`src/rtl/four_bit_seq_multiplier_pkg.sv`:
```
// Shared definitions for the 4x4 sequential shift-add multiplier:
// operand/product widths, FSM state encoding and the full-adder helper
// used by the ripple-carry adder.
package four_bit_seq_multiplier_pkg;

  localparam int WIDTH  = 4;
  localparam int PROD_W = 2 * WIDTH;
  localparam int CNT_W  = 3;

  // 2'd3 is unused; the FSM recovers from it to S_IDLE.
  typedef enum logic [1:0] {
    S_IDLE = 2'd0,
    S_RUN  = 2'd1,
    S_DONE = 2'd2
  } state_t;

  // One-bit full adder, returns {carry_out, sum}.
  function automatic logic [1:0] full_add(input logic a, input logic b, input logic cin);
    full_add = {(a & b) | (cin & (a ^ b)), a ^ b ^ cin};
  endfunction

endpackage

```
`src/rtl/four_bit_seq_multiplier_if.sv`:
```
// Start/busy/done handshake plus operand and product bus of the
// sequential multiplier. The requester uses the master modport, the
// multiplier the slave modport.
interface four_bit_seq_multiplier_if;
  import four_bit_seq_multiplier_pkg::*;

  logic              start;
  logic [WIDTH-1:0]  A;
  logic [WIDTH-1:0]  B;
  logic              busy;
  logic              done;
  logic [PROD_W-1:0] P;

  modport master (output start, output A, output B,
                  input  busy,  input  done, input P);

  modport slave  (input  start, input  A, input  B,
                  output busy,  output done, output P);

endinterface

```
`src/rtl/four_bit_rca.sv`:
```
// Combinational 4-bit ripple-carry adder built from a chain of full adders.
module four_bit_rca
  import four_bit_seq_multiplier_pkg::*;
(
  input  logic [3:0] a_i,
  input  logic [3:0] b_i,
  input  logic       cin_i,
  output logic [3:0] sum_o,
  output logic       cout_o
);

  logic c1_s;
  logic c2_s;
  logic c3_s;

  assign {c1_s,   sum_o[0]} = full_add(a_i[0], b_i[0], cin_i);
  assign {c2_s,   sum_o[1]} = full_add(a_i[1], b_i[1], c1_s);
  assign {c3_s,   sum_o[2]} = full_add(a_i[2], b_i[2], c2_s);
  assign {cout_o, sum_o[3]} = full_add(a_i[3], b_i[3], c3_s);

endmodule

```
`src/rtl/four_bit_seq_multiplier.sv`:
```
// Unsigned 4x4 shift-add multiplier, 8-bit product over several cycles.
// FSM IDLE -> RUN (4 add/shift passes) -> DONE -> IDLE; busy, done and P
// are registered. The only adder is the four_bit_rca instance.
// Optional build macro ZERO_SKIP_EN: a zero operand collapses RUN to a
// single pass over cleared registers, so done follows two edges after the
// accepted start instead of five. Products are identical in both builds.
module four_bit_seq_multiplier
  import four_bit_seq_multiplier_pkg::*;
(
  input logic                      clk,
  input logic                      rst_n,
  four_bit_seq_multiplier_if.slave bus
);

  localparam logic [CNT_W-1:0] LAST_CNT = CNT_W'(WIDTH - 1);

  state_t            state_q, state_d;
  logic [WIDTH-1:0]  m_q,     m_d;
  logic [WIDTH-1:0]  acc_q,   acc_d;
  logic [WIDTH-1:0]  q_q,     q_d;
  logic [CNT_W-1:0]  cnt_q,   cnt_d;
  logic [PROD_W-1:0] p_q,     p_d;
  logic              busy_q,  busy_d;
  logic              done_q,  done_d;

  logic [WIDTH-1:0]  addend_s;
  logic [WIDTH-1:0]  sum_s;
  logic              carry_s;

  // Add the multiplicand only when the current multiplier LSB is set.
  assign addend_s = q_q[0] ? m_q : 4'h0;

  four_bit_rca u_rca (
    .a_i    (acc_q),
    .b_i    (addend_s),
    .cin_i  (1'b0),
    .sum_o  (sum_s),
    .cout_o (carry_s)
  );

  assign bus.busy = busy_q;
  assign bus.done = done_q;
  assign bus.P    = p_q;

  // Next-state, datapath and output decode; start is only honoured in IDLE.
  always_comb begin
    state_d = state_q;
    m_d     = m_q;
    acc_d   = acc_q;
    q_d     = q_q;
    cnt_d   = cnt_q;
    p_d     = p_q;
    done_d  = 1'b0;
    busy_d  = 1'b0;

    case (state_q)
      S_IDLE: begin
        if (bus.start) begin
          m_d     = bus.A;
          acc_d   = 4'h0;
          cnt_d   = 3'd0;
          state_d = S_RUN;
`ifdef ZERO_SKIP_EN
          if ((bus.A == 4'h0) || (bus.B == 4'h0)) begin
            // Zero product: one pass over cleared ACC/Q yields P = 0.
            q_d   = 4'h0;
            cnt_d = LAST_CNT;
          end else begin
            q_d   = bus.B;
          end
`else
          q_d     = bus.B;
`endif
        end else begin
          state_d = S_IDLE;
        end
      end

      S_RUN: begin
        // 9-bit {C,S,Q} shifted right by one: carry lands in ACC[3].
        acc_d = {carry_s, sum_s[3:1]};
        q_d   = {sum_s[0], q_q[3:1]};
        cnt_d = cnt_q + 3'd1;
        if (cnt_q == LAST_CNT) begin
          state_d = S_DONE;
        end else begin
          state_d = S_RUN;
        end
      end

      S_DONE: begin
        p_d     = {acc_q, q_q};
        done_d  = 1'b1;
        state_d = S_IDLE;
      end

      default: begin
        state_d = S_IDLE;
      end
    endcase

    if ((state_d == S_RUN) || (state_d == S_DONE)) begin
      busy_d = 1'b1;
    end else begin
      busy_d = 1'b0;
    end
  end

  // State and datapath registers with synchronous active-low reset.
  always_ff @(posedge clk) begin
    if (!rst_n) begin
      state_q <= S_IDLE;
      m_q     <= 4'h0;
      acc_q   <= 4'h0;
      q_q     <= 4'h0;
      cnt_q   <= 3'd0;
      p_q     <= 8'h00;
      busy_q  <= 1'b0;
      done_q  <= 1'b0;
    end else begin
      state_q <= state_d;
      m_q     <= m_d;
      acc_q   <= acc_d;
      q_q     <= q_d;
      cnt_q   <= cnt_d;
      p_q     <= p_d;
      busy_q  <= busy_d;
      done_q  <= done_d;
    end
  end

endmodule

```
`src/flat_wrapper.sv`:
```
// flat-port wrapper written by rule: the top's interface ports become plain ports
module four_bit_seq_multiplier_flat import four_bit_seq_multiplier_pkg::*;
  (clk, rst_n, bus_start, bus_A, bus_B, bus_busy, bus_done, bus_P);
  four_bit_seq_multiplier_if bus_i ();
  input logic clk;
  input logic rst_n;
  input wire logic [$bits(bus_i.start)-1:0] bus_start;
  input wire logic [$bits(bus_i.A)-1:0] bus_A;
  input wire logic [$bits(bus_i.B)-1:0] bus_B;
  output wire logic [$bits(bus_i.busy)-1:0] bus_busy;
  output wire logic [$bits(bus_i.done)-1:0] bus_done;
  output wire logic [$bits(bus_i.P)-1:0] bus_P;
  assign bus_i.start = bus_start;
  assign bus_i.A = bus_A;
  assign bus_i.B = bus_B;
  assign bus_busy = bus_i.busy;
  assign bus_done = bus_i.done;
  assign bus_P = bus_i.P;
  four_bit_seq_multiplier u_core (.clk(clk), .rst_n(rst_n), .bus(bus_i));
endmodule
```
`config.mk`:
```
export PLATFORM = sky130hd
export DESIGN_NAME = four_bit_seq_multiplier_flat
export DESIGN_NICKNAME = d
export VERILOG_FILES = /design/src/rtl/four_bit_seq_multiplier_pkg.sv /design/src/rtl/four_bit_seq_multiplier_if.sv /design/src/rtl/four_bit_rca.sv /design/src/rtl/four_bit_seq_multiplier.sv /design/src/flat_wrapper.sv
export SDC_FILE = /design/constraint.sdc
export NUM_CORES = 1
export LEC_CHECK = 0
export CORE_MARGIN = 2
export CORE_UTILIZATION = 45
export CTS_BUF_LIST = sky130_fd_sc_hd__clkbuf_16
export DETAILED_ROUTE_END_ITERATION = 10
export GPL_TIMING_DRIVEN = 0
export PLACE_DENSITY = 0.7
export SLEW_MARGIN = 10
export SYNTH_ARGS = -nofsm -noshare
export SYNTH_HDL_FRONTEND = slang
export SYNTH_SLANG_ARGS = --single-unit
```
`constraint.sdc`:
```
create_clock -name clk -period 2.6 [get_ports clk]
set_clock_uncertainty 0.2 [all_clocks]
set_input_delay 0.39 -clock clk [delete_from_list [all_inputs] [get_ports clk]]
set_output_delay 0.39 -clock clk [all_outputs]
set_load 0.005 [all_outputs]
```
* Word-level counts from Yosys, hierarchy flattened
Index checks and enable logic that the tools add are counted.
Storage, ports and cells: register bits after elaboration 27, bits in latches 0, bits in writable memories 0, ROM bits 0, bits of input ports 11, memories 0
Operators by class: add/sub/neg operators 1, $mul 0, divide/modulo/power cells 0, $lt $le $gt $ge 0, equality and inequality tests 6, shift operators 0, muxes and demuxes 12, bitwise gates (word level) 17, reductions and logical operators 5
Operators by type and width (number):
- one-hot mux 4 bit (2 select lines) | 2
- 2-to-1 mux 4 bit | 3
- bitwise AND 1 bit | 7
- bitwise XOR 1 bit | 7
- one-hot mux 3 bit (2 select lines) | 1
- equality test 2 x 1 -> 1 bit (second input constant) | 2
- equality test 2 bit (second input constant) | 2
- one-hot mux 2 bit (2 select lines) | 1
- AND reduction 2 bit | 2
- adder 3 x 1 -> 3 bit (second input constant) | 1
- equality test 3 x 2 -> 1 bit (second input constant) | 1
- 2-to-1 mux 1 bit | 3
- 2-to-1 mux 3 bit | 1
- bitwise OR 1 bit | 3
- logical NOT 2 bit | 1
- 2-to-1 mux 2 bit | 1
- != test 2 bit (second input constant) | 1
- nonzero test 2 bit | 1
- logical OR 1 bit | 1

* Longest topological paths before layout
depth after elaboration 9, depth in mapped cells 10, gate-level depth less buffers 10

* Modules after synthesis
Synthesis repeated with hierarchy kept, for this count alone.
Second synthesis, totals: cells, all modules 132, area total of the unflattened synthesis 1211.2 um^2
Modules (own cells, without submodules):
- four_bit_seq_multiplier | instances 1, cells an instance 118, area an instance 1093.5 um^2
- four_bit_rca | instances 1, cells an instance 14, area an instance 117.6 um^2

* Worst setup path after synthesis
Ideal clock, no wire load.
path kind register to register, start register u_core.q_q[0], end register u_core.acc_q[2], setup time 122 ps, arrival time 1860 ps, data required time 2278 ps, setup slack 418 ps, cell stages (with the launch flop) 11, buffers on the path 0, period minus slack after synthesis 2182 ps, path through dfxtp_1 > and2_1 > ha_1 > inv_1 > fa_1 > inv_1 > fa_1 > inv_1 > fa_1 > nand3b_1 > o21ai_0
On the way: cells in the longest elaborated chain, start to end 8, elaborated cells on any way between the ends 13
RTL lines:
- start: declaration | RTL line four_bit_seq_multiplier.sv:20 | logic [WIDTH-1:0] q_q, q_d;
- start signal: assignment | RTL line four_bit_seq_multiplier.sv:124 | q_q <= q_d;
- 2-to-1 mux 4 bit (*) | RTL line four_bit_seq_multiplier.sv:31 | assign addend_s = q_q[0] ? m_q : 4'h0;
- bitwise AND 1 bit or bitwise XOR 1 bit (tied branches) | RTL line four_bit_seq_multiplier_pkg.sv:19 | full_add = {(a & b) | (cin & (a ^ b)), a ^ b ^ cin};
- bitwise AND 1 bit | RTL line four_bit_seq_multiplier_pkg.sv:19
- bitwise OR 1 bit | RTL line four_bit_seq_multiplier_pkg.sv:19
- bitwise AND 1 bit | RTL line four_bit_seq_multiplier_pkg.sv:19
- bitwise OR 1 bit | RTL line four_bit_seq_multiplier_pkg.sv:19
- bitwise XOR 1 bit (*) | RTL line four_bit_seq_multiplier_pkg.sv:19
- one-hot mux 4 bit (2 select lines) (*) | RTL line four_bit_seq_multiplier.sv:56 | case (state_q)
- end signal: assignment | RTL line four_bit_seq_multiplier.sv:114 | acc_q <= 4'h0;
- end signal: assignment | RTL line four_bit_seq_multiplier.sv:123 | acc_q <= acc_d;
- end: declaration | RTL line four_bit_seq_multiplier.sv:19 | logic [WIDTH-1:0] acc_q, acc_d;
Every way passes the cells marked *; elsewhere a longest branch is shown, timed or not. A chain may end at the register's enable or synchronous reset.

* Worst setup path after layout
Ends and elaborated chain as after synthesis.

==> impl_results.md <==
* Status: finished, final reports clean
* Pre-antenna DRT Iters at 3
* Via count at 945
* Initial antenna violation count at 0
* WS Path Type: flip-flop to flip-flop
* Cells after DPL at 182
* All-Layer GR Usage at 16.5%
* Initial Util at 46.3%
* Nature of the critical path endpoint: flip-flop
* Setup_tns at 0 ns
* Die Y at 56.8 um
* Area growth from synthesis to layout at 24.5%
* Netlist Area Pre-Place at 0.00125 sq mm
* IO buf count at 19
* Kind of start point of the critical path: flip-flop
* Synth area leaders: dfxtp_1 43%, nand2_1 8.7%, a21boi_2 7.2%
* Routed Antenna Nets at 0
* Seq/Total Area, Yosys at 43.1%
* Most common cell in the synthesized netlist: nand2_1
* CTS sink count at 27
* Top FF cell, synth: dfxtp_1
* Post-Route M1 WL at 1.07 mm
* Post-synth EDFFs at 0
* Fillcell total at 265
* Crit path max fanout at 6
* Max layer used: met4
* CTS buffer count at 3
* Vias in the first global route at 933
* Syn_area_per_cell at 9.51 sq um
* Via density at 5.08
* Fin. Hold Viols at 0
* Ports at 21
* Async SR Flop Fraction at 0%
* Post-Route WL at 2.35 mm
* Clk buf depth at 2
* 1st-iter DRT viols at 22
* Resized Gates After CTS at 0
* GPL Wtd Cong at 0.748
* H-tree levels at 1
* Core Area at 0.00271 sq mm
* First-pass GRT wire length at 4.04 mm
* Largest net degree at the start of global routing at 15
* Met2 routed WL at 1.14 mm
* N_diodes at 0
* Area of the multi-input gates at 623 sq um
* DR WL met3 at 90 um
* Synthesis Warnings at 0
* Share of cells above drive strength 1 at 17.4%
* Worst min path class: primary input to flip-flop
* Pwr per Cell Area at 547 mW/mm^2
* Top-area cell type share of the netlist area at 43.1%
* Max Cap Viol at 0
* Worst Tran Pin Value at 0.302 ns
* Fmax at 424 MHz
* DP HPWL at 1.72 mm
* Die ar. at 0.00323 sq mm
* Post-route DRC at 0
* Final Setup Violations at 0
* Core Rows at 19
* P_leak at 0.573 nW
* Root buffer cell: clkbuf_16
* Max rail drop VDD at 0.345 mV
* Avg WL per Cell at 12.6 um
* Clk slew on worst S/H paths at 0.06 ns
* Relative slew slack at 79.8%
* Mapped Cells at 132
* Register bit total from synthesis at 27
* RSZ-0062 raised after global routing: false
* Max Slew Vio Count at 0
* Worst Path Required at 2.55 ns
* Period utilization at 90.7%
* Post-synth top cells: 29 x nand2_1, 27 x dfxtp_1, 11 x o21ai_0
* Final worst path period need at 2.36 ns
* Seq. cell area at 541 sq um
* Total global routing overflow at 0
* Arrival @ worst endpoint at 2.31 ns
* Die W at 56.8 um
* CTS Hold Bufs at 0
* CTS tree: done
* Non-filler cells, final at 186
* Net count reported at finish at 173
* Post-Syn Nets at 149
* Yosys top cell by area: dfxtp_1
* Post-CTS Setup Repair Bufs at 0
* Clk_lat worst skew at 0.26 ns
* Synth cell types at 25
layer usage:
metal / track usage [%] / vias up
met2: 28.6 / 14
met5: 0 / -
met1: 19.4 / 443
li1: - / 483
met3: 4.15 / 5
met4: 6.98 / 0
where the power goes:
| group | switching [mW] | leakage [nW] | total, mW | internal, mW |
|---|---|---|---|---|
| Combinational | 0.0372 | 0.311 | 0.0755 | 0.0384 |
| Sequential | 0.00850 | 0.220 | 0.435 | 0.426 |
| Clock | 0.139 | 0.0423 | 0.344 | 0.206 |
| Total | 0.184 | 0.573 | 0.855 | 0.670 |
path summary, 6_finish.rpt:
kind	endpoint	cells after the start	slack (ns)	from
hold reg to reg	u_core.m_q[2]	2	0.26	u_core.m_q[2]
setup / recovery	u_core.acc_q[2]	10	0.24	u_core.q_q[0]
hold / removal	u_core.acc_q[1]	3	0.25	rst_n
setup reg to reg	u_core.acc_q[2]	10	0.24	u_core.q_q[0]
stage by stage:
stage | cell area, sq um | hold slack, ns | setup slack [ns] | utilization, % | power [mW]
3_5_place_dp | 1480 | 0.251 | 0.249 | 54.8 | 0.520
2_1_floorplan | 1250 | 0.231 | 0.418 | - | 0.490
3_3_place_gp | 1480 | 0.239 | 0.295 | 54.8 | 0.517
6_report | 1560 | 0.254 | 0.242 | 57.7 | 0.855
5_1_grt | 1560 | 0.270 | 0.118 | 57.7 | 0.885
4_1_cts | 1560 | 0.252 | 0.232 | 57.7 | 0.860
area by class of cell:
| class | count | share of cell area, % |
|---|---|---|
| inverter | 7 | 1.68 |
| tap | 31 | 2.48 |
| clock buffer | 3 | 4.80 |
| sequential | 27 | 34.6 |
| multi-input combinational | 89 | 39.9 |
| clock inverter | 1 | 0.240 |
| timing repair buffer | 19 | 12.2 |
| buffer | 9 | 4.16 |
state kept, by name (all words and copies together) (netlist names):
name,flops
u_core.acc_q,4
u_core.bus.P,8
u_core.bus.busy,1
u_core.bus.done,1
u_core.cnt_q,3
u_core.m_q,4
u_core.q_q,4
u_core.state_q,2
cell families (layout without fill, tap and decap cells):
| kind of cell | count (synthesis) | in the layout | synth area share [%] |
|---|---|---|---|
| adder cells (fa/ha/maj) | 6 | 6 | 7.78 |
| flip-flops | 27 | 27 | 43.1 |
| AND/OR/NAND/NOR | 50 | 50 | 20.2 |
| buffers and inverters | 16 | 39 | 7.28 |
| AO/OA/AOI/OAI | 29 | 29 | 18.4 |
| multiplexers | 4 | 4 | 3.19 |
cell usage in the layout, fill, tap and decap left out:
master,n
inv_1,8
o21ai_2,4
clkbuf_16,3
nor2_1,1
clkdlybuf4s50_1,19
buf_2,3
mux2i_1,4
a21boi_2,8
clkbuf_2,1
dfxtp_1,27
o21ai_0,11
ha_1,3
o21ba_4,1
nand2b_1,1
nand3b_1,5
fa_1,3
and3_1,1
buf_4,3
nand2_4,1
and2_1,3
buf_6,2
a21oi_1,1
nand3_1,6
nor2b_1,2
nand2_1,29
o211ai_1,4
nor3b_4,1
worst max-delay path: stages, from the launching register on:
cell and delay (ns):
dfxtp_1 0.43, and2_1 0.16, ha_1 0.13, inv_1 0.05, fa_1 0.36, inv_1 0.08, fa_1 0.16, inv_1 0.05
fa_1 0.46, nand3b_1 0.10, o21ai_0 0.07
Power figures use the tool's default switching activity.
